File: src/rtl/cpu_boot_sequencer.sv
// Boot sequencer: streams a host program into the CPU instruction memory, pulses CPU reset,
// runs the CPU for run_cycles+1 cycles and captures cpu_out. Define BOOT_TIMEOUT_EN for a LOAD idle timeout.
module cpu_boot_sequencer #(
    parameter int IMEM_DEPTH = 64,
    parameter int RST_CYCLES = 2,
    localparam int CW = $clog2(IMEM_DEPTH) + 1
) (
    input  logic          clk,
    input  logic          Reset,
    input  logic          host_valid,
    output logic          host_ready,
    input  logic [31:0]   host_instr,
    input  logic          host_last,
    input  logic [15:0]   run_cycles,
    output logic          cpu_reset,
    output logic          cpu_load,
    output logic [31:0]   cpu_instr,
    input  logic [31:0]   cpu_out,
    output logic          busy,
    output logic          done,
    output logic          err,
    output logic [31:0]   result,
    output logic [CW-1:0] load_count,
    output logic [2:0]    dbg_state
);

    typedef enum logic [2:0] {
        S_IDLE    = 3'd0,
        S_LOAD    = 3'd1,
        S_CPU_RST = 3'd2,
        S_RUN     = 3'd3,
        S_FIN     = 3'd4
    } state_t;

    // Handshake: a word transfers on a rising edge where host_valid && host_ready are both high;
    // host_ready is registered, so it only changes on the edge after the state decision.
    state_t        state_q, state_d;
    logic          host_ready_q, host_ready_d;
    logic          cpu_reset_q, cpu_reset_d;
    logic          cpu_load_q, cpu_load_d;
    logic [31:0]   cpu_instr_q, cpu_instr_d;
    logic          busy_q, busy_d;
    logic          done_q, done_d;
    logic          err_q, err_d;
    logic [31:0]   result_q, result_d;
    logic [CW-1:0] load_count_q, load_count_d;
    logic [15:0]   run_cycles_q, run_cycles_d;
    logic [15:0]   cyc_q, cyc_d;
`ifdef BOOT_TIMEOUT_EN
    logic [7:0]    idle_q, idle_d;
`endif

    logic          accept;
    logic [CW-1:0] word_idx;

    always_comb begin
        state_d      = state_q;
        cpu_instr_d  = cpu_instr_q;
        err_d        = err_q;
        result_d     = result_q;
        load_count_d = load_count_q;
        run_cycles_d = run_cycles_q;
        cyc_d        = cyc_q;
`ifdef BOOT_TIMEOUT_EN
        idle_d       = idle_q;
`endif
        accept   = host_valid & host_ready_q;
        word_idx = (state_q == S_IDLE) ? '0 : load_count_q;

        cpu_load_d = accept;
        if (accept) cpu_instr_d = host_instr;

        case (state_q)
            S_IDLE, S_LOAD: begin
                if (accept) begin
`ifdef BOOT_TIMEOUT_EN
                    idle_d = '0;
`endif
                    if (state_q == S_IDLE) begin
                        err_d        = 1'b0;
                        load_count_d = CW'(1);
                    end else if (load_count_q != CW'(IMEM_DEPTH)) begin
                        load_count_d = load_count_q + CW'(1);
                    end
                    if (host_last) begin
                        run_cycles_d = run_cycles;
                        cyc_d        = '0;
                        state_d      = S_CPU_RST;
                    end else if (word_idx == CW'(IMEM_DEPTH - 1)) begin
                        err_d   = 1'b1;
                        state_d = S_FIN;
                    end else begin
                        state_d = S_LOAD;
                    end
                end
`ifdef BOOT_TIMEOUT_EN
                else if (state_q == S_LOAD) begin
                    if (idle_q == 8'd254) begin
                        err_d   = 1'b1;
                        state_d = S_FIN;
                    end else begin
                        idle_d = idle_q + 8'd1;
                    end
                end
`endif
            end
            S_CPU_RST: begin
                // First CPU_RST cycle still carries the final cpu_load; the reset pulse follows it.
                if (cyc_q == 16'(RST_CYCLES)) begin
                    cyc_d   = '0;
                    state_d = S_RUN;
                end else begin
                    cyc_d = cyc_q + 16'd1;
                end
            end
            S_RUN: begin
                if (cyc_q == run_cycles_q) begin
                    result_d = cpu_out;
                    state_d  = S_FIN;
                end else begin
                    cyc_d = cyc_q + 16'd1;
                end
            end
            S_FIN:   state_d = S_IDLE;
            default: state_d = S_IDLE;
        endcase

        host_ready_d = (state_d == S_IDLE) || (state_d == S_LOAD);
        busy_d       = (state_d == S_LOAD) || (state_d == S_CPU_RST) || (state_d == S_RUN);
        done_d       = (state_d == S_FIN);
        cpu_reset_d  = (state_d == S_IDLE) || ((state_q == S_CPU_RST) && (state_d == S_CPU_RST));
    end

    always_ff @(posedge clk or negedge Reset) begin
        if (!Reset) begin
            state_q      <= S_IDLE;
            host_ready_q <= 1'b0;
            cpu_reset_q  <= 1'b1;
            cpu_load_q   <= 1'b0;
            cpu_instr_q  <= '0;
            busy_q       <= 1'b0;
            done_q       <= 1'b0;
            err_q        <= 1'b0;
            result_q     <= '0;
            load_count_q <= '0;
            run_cycles_q <= '0;
            cyc_q        <= '0;
`ifdef BOOT_TIMEOUT_EN
            idle_q       <= '0;
`endif
        end else begin
            state_q      <= state_d;
            host_ready_q <= host_ready_d;
            cpu_reset_q  <= cpu_reset_d;
            cpu_load_q   <= cpu_load_d;
            cpu_instr_q  <= cpu_instr_d;
            busy_q       <= busy_d;
            done_q       <= done_d;
            err_q        <= err_d;
            result_q     <= result_d;
            load_count_q <= load_count_d;
            run_cycles_q <= run_cycles_d;
            cyc_q        <= cyc_d;
`ifdef BOOT_TIMEOUT_EN
            idle_q       <= idle_d;
`endif
        end
    end

    assign host_ready = host_ready_q;
    assign cpu_reset  = cpu_reset_q;
    assign cpu_load   = cpu_load_q;
    assign cpu_instr  = cpu_instr_q;
    assign busy       = busy_q;
    assign done       = done_q;
    assign err        = err_q;
    assign result     = result_q;
    assign load_count = load_count_q;
    assign dbg_state  = state_q;

endmodule

File: config.mk
export PLATFORM = sky130hd
export DESIGN_NAME = cpu_boot_sequencer
export DESIGN_NICKNAME = d
export VERILOG_FILES = /design/src/rtl/cpu_boot_sequencer.sv
export SDC_FILE = /design/constraint.sdc
export NUM_CORES = 1
export LEC_CHECK = 0
export CAP_MARGIN = 20
export CORE_UTILIZATION = 52
export CTS_BUF_LIST = sky130_fd_sc_hd__clkbuf_8
export CTS_CLUSTER_DIAMETER = 40
export CTS_CLUSTER_SIZE = 25
export DETAILED_ROUTE_END_ITERATION = 12
export HOLD_SLACK_MARGIN = 0.08
export PLACE_DENSITY = 0.95
export SLEW_MARGIN = 15
export SYNTH_ARGS = -nofsm -noshare
export SYNTH_HDL_FRONTEND = slang
export SYNTH_SLANG_ARGS = --single-unit
File: constraint.sdc
create_clock -name clk -period 3.2 [get_ports clk]
set_input_delay 0.8 -clock clk [delete_from_list [all_inputs] [get_ports clk]]
set_output_delay 0.8 -clock clk [all_outputs]
set_load 0.005 [all_outputs]
Yosys cells after proc, flatten, opt, wreduce, memory -nomap -nowiden. Index checks and enable logic that the tools add are counted.

Register bits after elaboration: 112. Logic and storage cells: 61. Output and inout port bits: 80. Input bits: 84.

Bitwise logic cells: 1. Eq/ne operators: 14. Reductions and logical operators: 15. Add/subtract/negate cells: 2. Mux-type cells: 17.

Operators by type and width (count): 16-bit two-way mux (4); 16-bit one-hot mux with 3 select lines (1); 7-bit two-way mux (3); 16-bit by 1-bit adder with 16-bit output (second input constant) (1); 16-bit == test (1); 16-bit by 2-bit == test with 1-bit output (second input constant) (1); 3-bit two-way mux (5); 3-bit by 2-bit == test with 1-bit output (second input constant) (4); 3-bit one-hot mux with 3 select lines (1); 7-bit by 1-bit adder with 7-bit output (second input constant) (1); 7-bit by 6-bit == test with 1-bit output (second input constant) (1); 7-bit != test (second input constant) (1); 3-bit by 1-bit == test with 1-bit output (second input constant) (2); 3-bit logical NOT (2); 2-bit != test (second input constant) (3); 3-bit AND reduction (2); 1-bit logical OR (4); 2-bit AND reduction (2); 4-bit AND reduction (1); 3-bit == test (second input constant) (1); 1-bit two-way mux (3); 3-bit nonzero test (1); 2-bit nonzero test (1); 2-bit OR reduction (1); other kinds (2) (2).

Longest topological paths before layout.
Depth after elaboration: 10. Gate-level depth with buffers: 9. Depth with buffers taken out: 8.

Worst setup path after synthesis. Ideal clock, no wire load.

Kind: input port to flip-flop. Start: input host_last. End: register cyc_q[12]. Required time: 3.080 ns. Setup slack: 1.095 ns. Arrival time: 1.984 ns. Setup time: 0.120 ns. Stages: 6. Buffers on the path: 0. Cells stage by stage: nand4b_4 nor2_2 nor2_1 o22ai_1 a311oi_1 a41o_1.

Longest elaborated chain between the ends: 2.

Ends and longest elaborated chain: from (decl) (line 13) `input logic host_last,`; 2-bit != test (no line); 4-bit AND reduction (no line); to (signal assigned) (line 163) `cyc_q <= cyc_d;`; to (decl) (line 48) `logic [15:0] cyc_q, cyc_d;`.

Every way passes these cells. A chain may end at the register's enable or synchronous reset.

Worst setup path in the final report.
Start: input host_last. End: register cyc_q[14].

The elaborated chain is that of the path after synthesis.

==> impl_metrics.ini <==
[power]
pwr-share-comb_pct = 39.9
clockPowerShare_pct = 16.0
seq_power_share_pct = 44.1
power_density_nw_per_um2 = 753
intPower_mw = 3.62
power_mw = 5.27
power_leakage_nw = 3.24
p_switching_mw = 1.65
max-vdd-ir-drop_mv = 0.461
power_switching_share_pct = 31.3

[logic_synthesis]
syn_inst = 419
synthTopCellsByArea = dfrtp_1 55%, mux2_4 8.3%, mux2_2 8.0%
ys_seq_area_share_pct = 55.3
postSynth.asyncResetShare_pct = 100
yosysTopAreaCellShare_pct = 54.8
avgSynthCellArea_um2 = 12.1
synth_cell_types = 54
yosysTopAreaCell = dfrtp_1
synth_compound_area_share_pct = 5.60
synth.most_common_cell = dfrtp_1
yosys.area_share.simple_pct = 15.0
ys_warn_count = 0
ys_ff_latch = 112
synth_common_cells = 111 x dfrtp_1, 72 x nand2_1, 36 x mux2_2
muxShareOfSynthArea_pct = 16.5
synth_fa_ha_area_share_pct = 0.987
ys.flop_type = dfrtp_1
synthXorXnorAreaFrac_pct = 3.46
netlist_area_um2 = 5070
synth-edff-count = 0
synth_top_family_by_area = multiplexers
syn_nets = 507

[routing]
top_layer = met4
vias_per_cell = 5.43
drtIter0Drc = 186
met3_length_um = 896
wl_met1_mm = 4.66
drt-total-wl_mm = 12.3
wl_met2_mm = 6.41
ant_nets = 0
drc = 0
wl_per_cell_um = 17.2
vias = 3889
drt_first_pass_iters = 5

[worst_setup_path]
reg2reg_depth = 6
timing.rr.start = cyc_q[12]
critPathLaunchType = primary input
path_max_fanout = 8
cp-startpoint = host_last
critPathCaptureType = register
cp.required_ns = 3.47
worstSetupPathType = in -> reg
reg2reg_to = result[12]
cp.arrival_ns = 2.77
rrSetupSlack_ns = 0.75

[global_routing]
grt_max_degree = 65
grt-ovfl-total = 0
antenna_found_initial = 0
grt_pass1_vias = 4043
grtUsageTotal_pct = 25.3
grt_first_pass_wirelength_mm = 19.6

[clock_tree]
cts_resized = 0
clockRootBuffer = clkbuf_8
clk_latency_ns = 0.37
cts_buffers = 9
cts_tree = done
hold_buffers = 0
cts_setup_buffers = 0
clock-sinks = 112
path_clk_slew_ns = 0.11
h-tree-depth = 3
clockBufferDepth = 2

[floorplanning]
num_io_pins = 164
die_w_um = 101
die_h_um = 101
start_util_pct = 54.4
die_area_um2 = 10100
core_um2 = 9330
placementRows = 35

[cells_and_area]
finish.net_count = 670
syn_to_final_growth_pct = 37.9
fill_cells = 580
finalNonFillerCells = 716
diodes = 0
post-route-util_pct = 75.0
drive_gt1_share_pct = 16.5

[place]
dp_cells = 700
port_buffers = 163
place_congestion = 0.917
hpwl_mm = 9.17

[timing]
fmax_mhz = 400
fin_crit_sh_pct = 78.1
worstMarginPinSlew_ns = 0.823
hold_violations = 0
slew_viol_final = 0
fin_tns_setup_ns = 0
relSlewSlack_pct = 45.1
period_minus_slack_ns = 2.50
rsz0062_at_grt = false
final-setup-viol-count = 0
clock_skew_ns = 0.00727

[run_status]
outcome = finished clean

[job]
maxCapViolations = 0

[worst_hold_path]
hp-class = in -> async
==> state kept, by name, summed over array words and instances, names as in the netlist <==
signal	flops
cpu_instr	32
load_count	7
busy	1
err	1
dbg_state	3
cyc_q	16
result	32
cpu_reset	1
host_ready	1
done	1
cpu_load	1
run_cycles_q	16
==> layer usage <==
layer | global-route usage, % | vias up
li1 | - | 1777
met1 | 30.0 | 1905
met2 | 43.1 | 175
met3 | 7.21 | 32
met4 | 11.3 | 0
met5 | 0 | -
==> power by group through the flow <==
stage          combinational, mW  clock (mW)  sequential (mW)
2_1_floorplan              0.980           0             2.29
3_3_place_gp                2.02           0             2.31
3_5_place_dp                2.10           0             2.34
4_1_cts                     2.12       0.865             2.32
5_1_grt                     2.28       0.902             2.39
6_report                    2.10       0.842             2.32
==> final cells by class <==
class,instances,area (um^2),share of cell area (%)
repair buffers,169,1690,24.1
multi-input cells,280,2100,30.1
clock inverters,4,35.0,0.501
well taps,129,161,2.31
clock buffers,12,165,2.36
flip-flops and latches,112,2800,40.1
inverters,10,37.5,0.537
==> cells by family (layout without fill, tap and decap cells) <==
group / count (synthesis) / after routing
AOI/OAI and AO/OA: 41 / 41
xor gates and xnor gates: 20 / 20
adders and majority gates: 4 / 4
buffers and inverters: 27 / 195
DFF: 112 / 112
muxes: 65 / 65
and+or+nand+nor: 150 / 150
==> critical path, cell delays in order <==
cell and delay, ns:
clkdlybuf4s50_1 0.61, nand4b_4 0.15, nor2_2 0.16, nor2_1 0.10, o22ai_1 0.48, a311oi_1 0.22, a41o_1 0.24
==> placed cells by master (no fill, tap or decap), types with 3 or more instances in the layout <==
cell             netlist  routed
clkdlybuf4s50_1        0     162
buf_4                  0       6
nand4_1                4       4
inv_1                 10      10
nand2b_1               4       4
a21oi_1                6       6
ha_1                   4       4
nand2_1               72      72
nand3_1                4       4
clkbuf_8               0      12
nor4_1                 7       7
o21ai_0                8       8
or4_1                  5       5
a21o_1                 5       5
xor2_1                19      19
mux2_2                36      36
nor3_1                 8       8
and3_1                10      10
mux2_4                28      28
o211ai_1               3       3
dfrtp_1              111     111
nor2_1                21      21
==> worst max-delay path by stage <==
stage / endpoint / cells after the start / slack [ns]
6_report: cyc_q[14] / 7 / 0.70
5_1_grt: cyc_q[14] / 8 / 0.54
4_1_cts: cyc_q[14] / 7 / 0.75
3_5_place_dp: cyc_q[14] / 7 / 0.36
3_3_place_gp: cyc_q[14] / 7 / 0.51
2_1_floorplan: cyc_q[12] / 6 / 1.10
==> metrics by stage <==
| step | hold slack (ns) | cell area (um^2) | worst slack [ns] |
|---|---|---|---|
| finish | 0.507 | 6990 | 0.701 |
| global route | 0.533 | 6990 | 0.543 |
| CTS | 0.511 | 6990 | 0.747 |
| detailed placement | 0.485 | 6790 | 0.358 |
| global placement | 0.483 | 6790 | 0.511 |
| floorplan | 0.465 | 5070 | 1.10 |
Power figures use the tool's default switching activity.
